**src/rtl/bubsys_prog_wrbuf_if.sv**
```systemverilog
// ---------------------------------------------------------------------------
// bubsys_prog_wrbuf_if
//   SDRAM programming-port handshake between the ROM write buffer (master)
//   and the SDRAM controller (slave).
//
//   prog_wr    master->slave  write request, level, held until prog_ack
//   prog_addr  master->slave  SDRAM word address (AW bits)
//   prog_ba    master->slave  SDRAM bank
//   prog_din   master->slave  16-bit data, byte replicated on both lanes
//   prog_mask  master->slave  byte lane mask
//   prog_ack   slave->master  one-cycle acknowledge
// ---------------------------------------------------------------------------
interface bubsys_prog_wrbuf_if #(
    parameter int unsigned AW = 22
);
    logic          prog_wr;
    logic [AW-1:0] prog_addr;
    logic [1:0]    prog_ba;
    logic [15:0]   prog_din;
    logic [1:0]    prog_mask;
    logic          prog_ack;

    modport master (
        output prog_wr,
        output prog_addr,
        output prog_ba,
        output prog_din,
        output prog_mask,
        input  prog_ack
    );

    modport slave (
        input  prog_wr,
        input  prog_addr,
        input  prog_ba,
        input  prog_din,
        input  prog_mask,
        output prog_ack
    );
endinterface

```
**src/rtl/bubsys_prog_wrbuf.sv**
```systemverilog
// ---------------------------------------------------------------------------
// bubsys_prog_wrbuf
//   Write buffer between the ioctl byte stream and the SDRAM programming port.
//   Already-mapped byte writes are queued in a small FIFO and issued one at a
//   time on the prog_wr/prog_ack handshake. o_WAIT throttles the HPS so the
//   SDRAM path never stalls the ioctl bus per byte.
//
//   i_EMU_MCLK       system clock, rising edge
//   i_EMU_INITRST_n  asynchronous active-low reset
//   i_EN             SDRAM-region download active (gates pushes only)
//   i_WR             byte write strobe, one cycle per byte
//   i_ADDR/i_BA      mapped SDRAM word address / bank
//   i_MASK/i_DATA    byte lane (01 = hi, 10 = lo) / byte payload
//   i_SDRAM_INIT     controller still initialising; blocks issue
//   o_WAIT           ioctl_wait request to HPS
//   o_EMPTY          FIFO empty and no write outstanding
//   o_OVERFLOW       sticky: a byte was dropped
//   prog             programming port (master side)
// ---------------------------------------------------------------------------
module bubsys_prog_wrbuf #(
    parameter int unsigned DEPTH_LOG2 = 3,
    parameter int unsigned AW         = 22
) (
    input  logic                       i_EMU_MCLK,
    input  logic                       i_EMU_INITRST_n,
    input  logic                       i_EN,
    input  logic                       i_WR,
    input  logic [AW-1:0]              i_ADDR,
    input  logic [1:0]                 i_BA,
    input  logic [1:0]                 i_MASK,
    input  logic [7:0]                 i_DATA,
    input  logic                       i_SDRAM_INIT,
    output logic                       o_WAIT,
    output logic                       o_EMPTY,
    output logic                       o_OVERFLOW,
    bubsys_prog_wrbuf_if.master        prog
);

    localparam int unsigned DEPTH = 1 << DEPTH_LOG2;
    localparam int unsigned EW    = AW + 12;

    localparam logic [DEPTH_LOG2:0]   CNT_ONE  = (DEPTH_LOG2 + 1)'(1);
    localparam logic [DEPTH_LOG2:0]   CNT_FULL = (DEPTH_LOG2 + 1)'(DEPTH);
    // Two slots of headroom for the HPS to react to o_WAIT.
    localparam logic [DEPTH_LOG2:0]   CNT_WAIT = (DEPTH_LOG2 + 1)'(DEPTH - 2);
    localparam logic [DEPTH_LOG2-1:0] PTR_ONE  = DEPTH_LOG2'(1);

    typedef enum logic {
        StIdle,
        StBusy
    } state_e;

    // Entry layout: {ba, addr, mask, data}
    logic [EW-1:0]         mem [DEPTH];
    logic [DEPTH_LOG2-1:0] wr_ptr_q;
    logic [DEPTH_LOG2-1:0] rd_ptr_q;
    logic [DEPTH_LOG2:0]   count_q;
    state_e                state_q;

    logic                  prog_wr_q;
    logic [AW-1:0]         prog_addr_q;
    logic [1:0]            prog_ba_q;
    logic [15:0]           prog_din_q;
    logic [1:0]            prog_mask_q;
    logic                  overflow_q;

    logic                  wr_req;
    logic                  pop;
    logic                  push;
    logic [EW-1:0]         head;
    logic [1:0]            head_ba;
    logic [AW-1:0]         head_addr;
    logic [1:0]            head_mask;
    logic [7:0]            head_data;

    assign wr_req = i_WR & i_EN;
    assign pop    = (state_q == StIdle) & (count_q != '0) & ~i_SDRAM_INIT;
    // A slot freed by this cycle's pop can take the incoming byte.
    assign push   = wr_req & ((count_q != CNT_FULL) | pop);

    assign head      = mem[rd_ptr_q];
    assign head_data = head[7:0];
    assign head_mask = head[9:8];
    assign head_addr = head[AW+9:10];
    assign head_ba   = head[AW+11:AW+10];

    assign o_WAIT     = i_SDRAM_INIT | (count_q >= CNT_WAIT);
    assign o_EMPTY    = (count_q == '0) & (state_q == StIdle);
    assign o_OVERFLOW = overflow_q;

    assign prog.prog_wr   = prog_wr_q;
    assign prog.prog_addr = prog_addr_q;
    assign prog.prog_ba   = prog_ba_q;
    assign prog.prog_din  = prog_din_q;
    assign prog.prog_mask = prog_mask_q;

    // Storage needs no reset: only slots below count_q are ever read.
    always_ff @(posedge i_EMU_MCLK) begin
        if (push) begin
            mem[wr_ptr_q] <= {i_BA, i_ADDR, i_MASK, i_DATA};
        end
    end

    always_ff @(posedge i_EMU_MCLK or negedge i_EMU_INITRST_n) begin
        if (!i_EMU_INITRST_n) begin
            wr_ptr_q    <= '0;
            rd_ptr_q    <= '0;
            count_q     <= '0;
            state_q     <= StIdle;
            prog_wr_q   <= 1'b0;
            prog_addr_q <= '0;
            prog_ba_q   <= 2'b00;
            prog_din_q  <= 16'hFFFF;
            prog_mask_q <= 2'b00;
            overflow_q  <= 1'b0;
        end else begin
            if (push) begin
                wr_ptr_q <= wr_ptr_q + PTR_ONE;
            end
            if (pop) begin
                rd_ptr_q <= rd_ptr_q + PTR_ONE;
            end
            if (push && !pop) begin
                count_q <= count_q + CNT_ONE;
            end else if (pop && !push) begin
                count_q <= count_q - CNT_ONE;
            end
            if (wr_req && !push) begin
                overflow_q <= 1'b1;
            end

            unique case (state_q)
                StIdle: begin
                    if (pop) begin
                        prog_addr_q <= head_addr;
                        prog_ba_q   <= head_ba;
                        prog_din_q  <= {head_data, head_data};
                        prog_mask_q <= head_mask;
                        prog_wr_q   <= 1'b1;
                        state_q     <= StBusy;
                    end
                end
                StBusy: begin
                    // Outstanding write completes regardless of i_SDRAM_INIT / i_EN.
                    if (prog.prog_ack) begin
                        prog_wr_q <= 1'b0;
                        state_q   <= StIdle;
                    end
                end
                default: state_q <= StIdle;
            endcase
        end
    end

endmodule

```
**src/flat_wrapper.sv**
```systemverilog
// flat-port wrapper written by rule: the top's interface ports become plain ports
module bubsys_prog_wrbuf_flat 
#(
    parameter int unsigned DEPTH_LOG2 = 3,
    parameter int unsigned AW         = 22
)
  (i_EMU_MCLK, i_EMU_INITRST_n, i_EN, i_WR, i_ADDR, i_BA, i_MASK, i_DATA, i_SDRAM_INIT, o_WAIT, o_EMPTY, o_OVERFLOW, prog_prog_wr, prog_prog_addr, prog_prog_ba, prog_prog_din, prog_prog_mask, prog_prog_ack);
  bubsys_prog_wrbuf_if #(.AW(AW)) prog_i ();
  input  logic i_EMU_MCLK;
  input  logic i_EMU_INITRST_n;
  input  logic i_EN;
  input  logic i_WR;
  input  logic [AW-1:0] i_ADDR;
  input  logic [1:0] i_BA;
  input  logic [1:0] i_MASK;
  input  logic [7:0] i_DATA;
  input  logic i_SDRAM_INIT;
  output logic o_WAIT;
  output logic o_EMPTY;
  output logic o_OVERFLOW;
  output wire logic [$bits(prog_i.prog_wr)-1:0] prog_prog_wr;
  output wire logic [$bits(prog_i.prog_addr)-1:0] prog_prog_addr;
  output wire logic [$bits(prog_i.prog_ba)-1:0] prog_prog_ba;
  output wire logic [$bits(prog_i.prog_din)-1:0] prog_prog_din;
  output wire logic [$bits(prog_i.prog_mask)-1:0] prog_prog_mask;
  input wire logic [$bits(prog_i.prog_ack)-1:0] prog_prog_ack;
  assign prog_prog_wr = prog_i.prog_wr;
  assign prog_prog_addr = prog_i.prog_addr;
  assign prog_prog_ba = prog_i.prog_ba;
  assign prog_prog_din = prog_i.prog_din;
  assign prog_prog_mask = prog_i.prog_mask;
  assign prog_i.prog_ack = prog_prog_ack;
  bubsys_prog_wrbuf #(.DEPTH_LOG2(DEPTH_LOG2), .AW(AW)) u_core (.i_EMU_MCLK(i_EMU_MCLK), .i_EMU_INITRST_n(i_EMU_INITRST_n), .i_EN(i_EN), .i_WR(i_WR), .i_ADDR(i_ADDR), .i_BA(i_BA), .i_MASK(i_MASK), .i_DATA(i_DATA), .i_SDRAM_INIT(i_SDRAM_INIT), .o_WAIT(o_WAIT), .o_EMPTY(o_EMPTY), .o_OVERFLOW(o_OVERFLOW), .prog(prog_i));
endmodule
```
**config.mk**
```make
export PLATFORM = sky130hd
export DESIGN_NAME = bubsys_prog_wrbuf_flat
export DESIGN_NICKNAME = d
export VERILOG_FILES = /design/src/rtl/bubsys_prog_wrbuf_if.sv /design/src/rtl/bubsys_prog_wrbuf.sv /design/src/flat_wrapper.sv
export SDC_FILE = /design/constraint.sdc
export NUM_CORES = 1
export LEC_CHECK = 0
export ABC_AREA = 1
export ABC_CLOCK_PERIOD_IN_PS = 4700
export BUFFER_PORTS_ARGS = -buffer_cell sky130_fd_sc_hd__buf_2
export CORE_ASPECT_RATIO = 1.2
export CORE_MARGIN = 2
export CORE_UTILIZATION = 40
export DETAILED_ROUTE_END_ITERATION = 8
export GPL_ROUTABILITY_DRIVEN = 0
export SLEW_MARGIN = 10
export SYNTH_ARGS = -nofsm -noshare
export SYNTH_HDL_FRONTEND = slang
export SYNTH_SLANG_ARGS = --single-unit
```
**constraint.sdc**
```tcl
create_clock -name i_EMU_MCLK -period 4.7 [get_ports i_EMU_MCLK]
set_clock_uncertainty 0.2 [all_clocks]
set_input_delay 0.705 -clock i_EMU_MCLK [delete_from_list [all_inputs] [get_ports i_EMU_MCLK]]
set_output_delay 0.705 -clock i_EMU_MCLK [all_outputs]
set_load 0.02 [all_outputs]
```
# [Word level (Yosys, flattened, before mapping)]
# Memories as Yosys holds them, arrays and structs flattened.
# Index checks and enable logic that the tools add are counted.
[totals] ff_bits=55 ram_bits=272 elab_cells=48 mem_count=1
[op_classes] addsub=4 magnitude_cmp=1 n_eq_ne=3 n_mux=10 bitwise=9 reduce_logical=10
[mem_list] name="u_core.mem" depth=8 width=34 rd=1 rd_ports_with_merged_regs=0 write_ports=1 line_no="bubsys_prog_wrbuf.sv:54" source="logic [EW-1:0] mem [DEPTH];"
[ops] cell="4-bit 2-to-1 mux" n=2
[ops] cell="3-bit by 1-bit adder with 3-bit output, second input constant" n=2
[ops] cell="1-bit 2-to-1 mux" n=6
[ops] cell="1-bit bitwise AND" n=5
[ops] cell="4-bit by 1-bit adder with 4-bit output, second input constant" n=1
[ops] cell="4-bit by 3-bit greater-or-equal comparator with 1-bit output, second input constant" n=1
[ops] cell="4-bit logical NOT" n=1
[ops] cell="4-bit != test, second input constant" n=1
[ops] cell="1-bit case mux with 2 select lines" n=2
[ops] cell="2-bit AND reduction" n=2
[ops] cell="4-bit nonzero test" n=1
[ops] cell="4-bit by 1-bit subtractor with 4-bit output, second input constant" n=1
[ops] cell="1-bit logical AND" n=3
[ops] cell="1-bit logical NOT" n=2
[ops] cell="2-bit by 1-bit != test with 1-bit output, second input constant" n=1
[ops] cell="2-bit != test, second input constant" n=1
[ops] cell="1-bit inverter" n=2
[ops] cell="1-bit bitwise OR" n=2
[ops] cell="2-bit nonzero test" n=1

# [Logic depth before layout (Yosys ltp)]
[logic_depth] depth_word=9 ltp_mapped=15

# [Worst setup path after synthesis]
# OpenSTA, ideal clock, no wires.
[synth_path] kind="input -> register" from="input port i_SDRAM_INIT" to="memory u_core.mem[3][0] in the netlist's numbering, enable pin" setup_ns=0.468 arrival_time_ns=3.455 t_required_ns=4.032 path_slack_ns=0.577 path_stages=5 n_path_buf=0 cell_sequence="nor2_1 > nor2_1 > nand3_1 > nand2_2 > nor3_1"
[synth_via] elab_chain_len=6
[synth_lines] element="from (decl)" line_no="flat_wrapper.sv:17" source="input logic i_SDRAM_INIT;"
[synth_lines] element="1-bit inverter" line_no="bubsys_prog_wrbuf.sv:77" source="assign pop = (state_q == StIdle) & (count_q != '0) & ~i_SDRAM_INIT;"
[synth_lines] element="1-bit bitwise AND" line_no="bubsys_prog_wrbuf.sv:77"
[synth_lines] element="1-bit bitwise OR" line_no="bubsys_prog_wrbuf.sv:79" source="assign push = wr_req & ((count_q != CNT_FULL) | pop);"
[synth_lines] element="1-bit bitwise AND" line_no="bubsys_prog_wrbuf.sv:79"
[synth_lines] element="1-bit 2-to-1 mux" line_no="bubsys_prog_wrbuf.sv:99" source="if (push) begin"
[synth_lines] element="1-bit 2-to-1 mux (not written as such)" line_no="bubsys_prog_wrbuf.sv:100" source="mem[wr_ptr_q] <= {i_BA, i_ADDR, i_MASK, i_DATA};"
[synth_lines] element="to (decl)" line_no="bubsys_prog_wrbuf.sv:54"
# No other way between the ends.

# [Worst setup path in the final report]
[layout_path] from="register u_core.rd_ptr_q[0]" to="register u_core.prog_addr_q[20] (netlist: u_core.prog.prog_addr[20])"
[layout_via] elab_chain_len=1
[layout_lines] element="from (decl)" line_no="bubsys_prog_wrbuf.sv:56" source="logic [DEPTH_LOG2-1:0] rd_ptr_q;"
[layout_lines] element="from (signal assigned)" line_no="bubsys_prog_wrbuf.sv:121" source="rd_ptr_q <= rd_ptr_q + PTR_ONE;"
[layout_lines] element="memory 8 x 34 bit"
[layout_lines] element="to (signal assigned)" line_no="bubsys_prog_wrbuf.sv:135" source="prog_addr_q <= head_addr;"
[layout_lines] element="to (decl)" line_no="bubsys_prog_wrbuf.sv:61" source="logic [AW-1:0] prog_addr_q;"
# No other way between the ends.
# A chain may end at the register's enable or synchronous reset.

==> reports/qor.yml <==
floorplanning:
  row_count: 73
  die_w_um: 172.3
  num_io_pins: 86
  core_area_um2: 33340
  dieArea_um2: 35480
  initial_core_util_pct: 40.77
  die_h_um: 205.9
sta:
  rsz0062_at_grt: "no"
  worst_pin_slew_ps: 1221
  hold_viol_final: 0
  fmax_ghz: 0.3386
  setup_viol: 0
  fin_ws_ps: 1746
  final_max_slew_viol_count: 0
  tns_ps: 0
  whs_ps: 140.1
  timing.final.crit_share_pct: 62.85
  relSlewSlack_pct: 18.39
  fin_crit_ps: 2954
synth:
  synth.distinct_cells: 26
  yosysTopAreaCell: "edfxtp_1"
  yosysTopAreaCellShare_pct: 60.09
  synth-edff-count: 272
  synth-xor-area-share_pct: 0.2578
  synth.avg_cell_area_um2: 10.54
  synthMuxAreaShare_pct: 0
  synth_adder_area_share_pct: 0.6076
  ys_seq_area_share_pct: 68.82
  synthesis.nets: 1335
  yosys_register_bits: 319
  synthCells: 1289
  syn-cell-area_um2: 13590
  synth-compound-area-share_pct: 0.2670
  ys_top_cells_by_area: "edfxtp_1 (60%), nand2_1 (12%), nand3_1 (7.3%), dfrtp_1 (7.2%), inv_1 (5.9%)"
  synth-main-ff-cell: "edfxtp_1"
  synth_simple_gate_area_share_pct: 20.88
  yosysWarnings: 0
  synthArstFlopShare_pct: 14.73
  synth_top_family_by_area: "simple AND/OR/NAND/NOR gates"
critical_path:
  startpoint_type: "flop"
  crit_top_cell: "nand3_1"
  path_class: "flop to flop"
  path_max_fanout: 87
  reg2reg_from: "u_core.rd_ptr_q[0]"
  critPathCaptureType: "flop"
  path_buf_inv: 2
  arrival_ps: 3200
  critPathTopFamily: "buffers and inverters"
  crit_required_ps: 4940
  crit_chain: "inv_4 > buf_4 > nand2_1 > nand3_1 > nand3_1 > nand3_1 > nand2_1"
  cpPeakStageDelay_ps: 830
  critPathSlowestCell: "inv_4"
  crit_path_start: "u_core.rd_ptr_q[0]"
power:
  p_leak_nw: 6.749
  power_density_nw_per_um2: 586.1
  combPwrFrac_pct: 30.2
  switching_power_mw: 3.228
  power_switching_share_pct: 35.81
  p_int_mw: 5.787
  ir_drop_mv: 0.3190
  pwr-share-seq_pct: 42.1
  p_total_mw: 9.014
  clkPwrFrac_pct: 27.7
hold_path:
  min-delay-start: "prog_prog_ack"
  hp-class: "primary input to flop"
cts:
  cts_tree: "built"
  worstSkewPairLatency_ps: 560
  cts_max_level: 1
  cts_buffers: 31
  cts.path.max_buffers: 3
  cts_root_buf: "clkbuf_16"
  clkTransAtPathRegs_ps: 70
  cts_setup_buffers: 0
  cts_sinks: 319
route:
  dr_total_vias: 8615
  drc_errors: 0
  drtAntennaViolNets: 0
  dr.pass1.iters: 7
  via_per_inst: 4.710
  drtIter0Drc: 650
  wire_per_inst_um: 15.88
  finalWirelength_mm: 29.04
grt:
  grt_pass1_vias: 8482
  grt_overflow_total: 0
  grt_usage_pct: 16.78
  grt_pass1_wl_mm: 45.93
  grt_max_degree: 88
  grt_antenna_before_repair: 2
cells_and_area:
  layout_commonest_cell: "nand2_1"
  num-fill-cells: 3046
  final_layout_size_suffix_gt1_share_pct: 13.43
  syn2layout_area_growth_pct: 13.15
  final_cell_mix: "nand2_1 (442), edfxtp_1 (272), inv_1 (213)"
  instances_no_fill: 1829
  layout.nets: 1400
place:
  place_inst: 1770
  dp_hpwl_mm: 16.08
  dp_worst_setup_slack_ps: 1492
  port_buffers: 85
outcome:
  status: "finished, final reports clean"
run:
  drv_cap: 0
## cell type report
class	instances	area [um2]	share of cell area, %
Timing Repair Buffer	100	553.0	3.596
Multi-Input combinational cell	684	3044	19.79
Clock inverter	11	132.6	0.8624
Sequential cell	319	9360	60.87
Tap cell	450	563.0	3.661
Antenna cell	1	2.502	0.01627
Inverter	218	820.8	5.337
Clock buffer	46	902.1	5.866
## logic make-up (layout without fill, tap and decap cells)
group	count (synthesis)	after routing
compound gates	6	6
xor+xnor	4	4
flops	319	319
buf+inv	286	375
other cells	0	1
fa+ha+maj	6	6
simple gates	668	668
## cells in the mapped netlist, types with 2 or more instances
cell type	count
dfstp_2	8
buf_4	16
nand3_2	11
clkbuf_1	4
buf_2	36
nand2_2	2
edfxtp_1	272
inv_1	214
buf_6	9
xnor2_1	3
nand3_1	198
o21ai_0	4
ha_1	5
buf_1	3
nand2_1	442
nor3_1	3
inv_2	3
nor2_1	10
dfrtp_1	39
## through the flow
| step | util [%] | instance area, um2 |
|---|---|---|
| after global routing | 46.13 | 15380 |
| after global placement | 42.99 | 14330 |
| after CTS | 46.12 | 15380 |
| after floorplan | - | 13590 |
| final | 46.13 | 15380 |
| after detailed placement | 42.99 | 14330 |
## registers in the layout, indices dropped and copies added, names as in the netlist
signal	count
u_core.o_OVERFLOW	1
u_core.prog.prog_ba	2
u_core.wr_ptr_q	3
u_core.state_q	1
u_core.rd_ptr_q	3
u_core.prog.prog_mask	2
u_core.prog.prog_din	8
u_core.prog.prog_addr	22
u_core.mem	272
u_core.prog.prog_wr	1
u_core.count_q	4
## what timing repair did
action,in CTS,in global routing
setup endpoints to repair,0,0
resized for setup,0,0
hold buffers,1,0
endpoints found under the hold margin,9,0
## power groups by stage
stage / registers (mW) / clock network (mW) / logic, mW
floorplan: 3.86 / 0 / 2.02
finish: 3.80 / 2.49 / 2.73
detailed placement: 3.85 / 0 / 2.75
global route: 3.84 / 2.66 / 3.09
CTS: 3.80 / 2.55 / 2.77
global placement: 3.84 / 0 / 2.72
## path summary, 6_finish.rpt
path	endpoint	cells after the start	slack (ps)
worst max-delay path	u_core.prog.prog_addr[20]	7	1750
worst min-delay path	u_core.state_q	2	140
worst max register to register	u_core.prog.prog_addr[20]	7	1750
worst min register to register	u_core.o_OVERFLOW	1	270
max in group asynchronous	u_core.rd_ptr_q[0]	3	3030
min in group asynchronous	u_core.prog.prog_addr[10]	2	370
## routing by layer
metal / routed length [um] / global-route usage, % / vias up / share of wire, %
li1: - / - / 4255 / -
met1: 12690 / 21.93 / 4101 / 44
met2: 14270 / 28.70 / 210 / 49
met3: 1392 / 2.470 / 47 / 4.8
met4: 674 / 5.642 / 2 / 2.3
met5: 12 / 0 / - / 0.041
(Power assumes the default switching activity.)
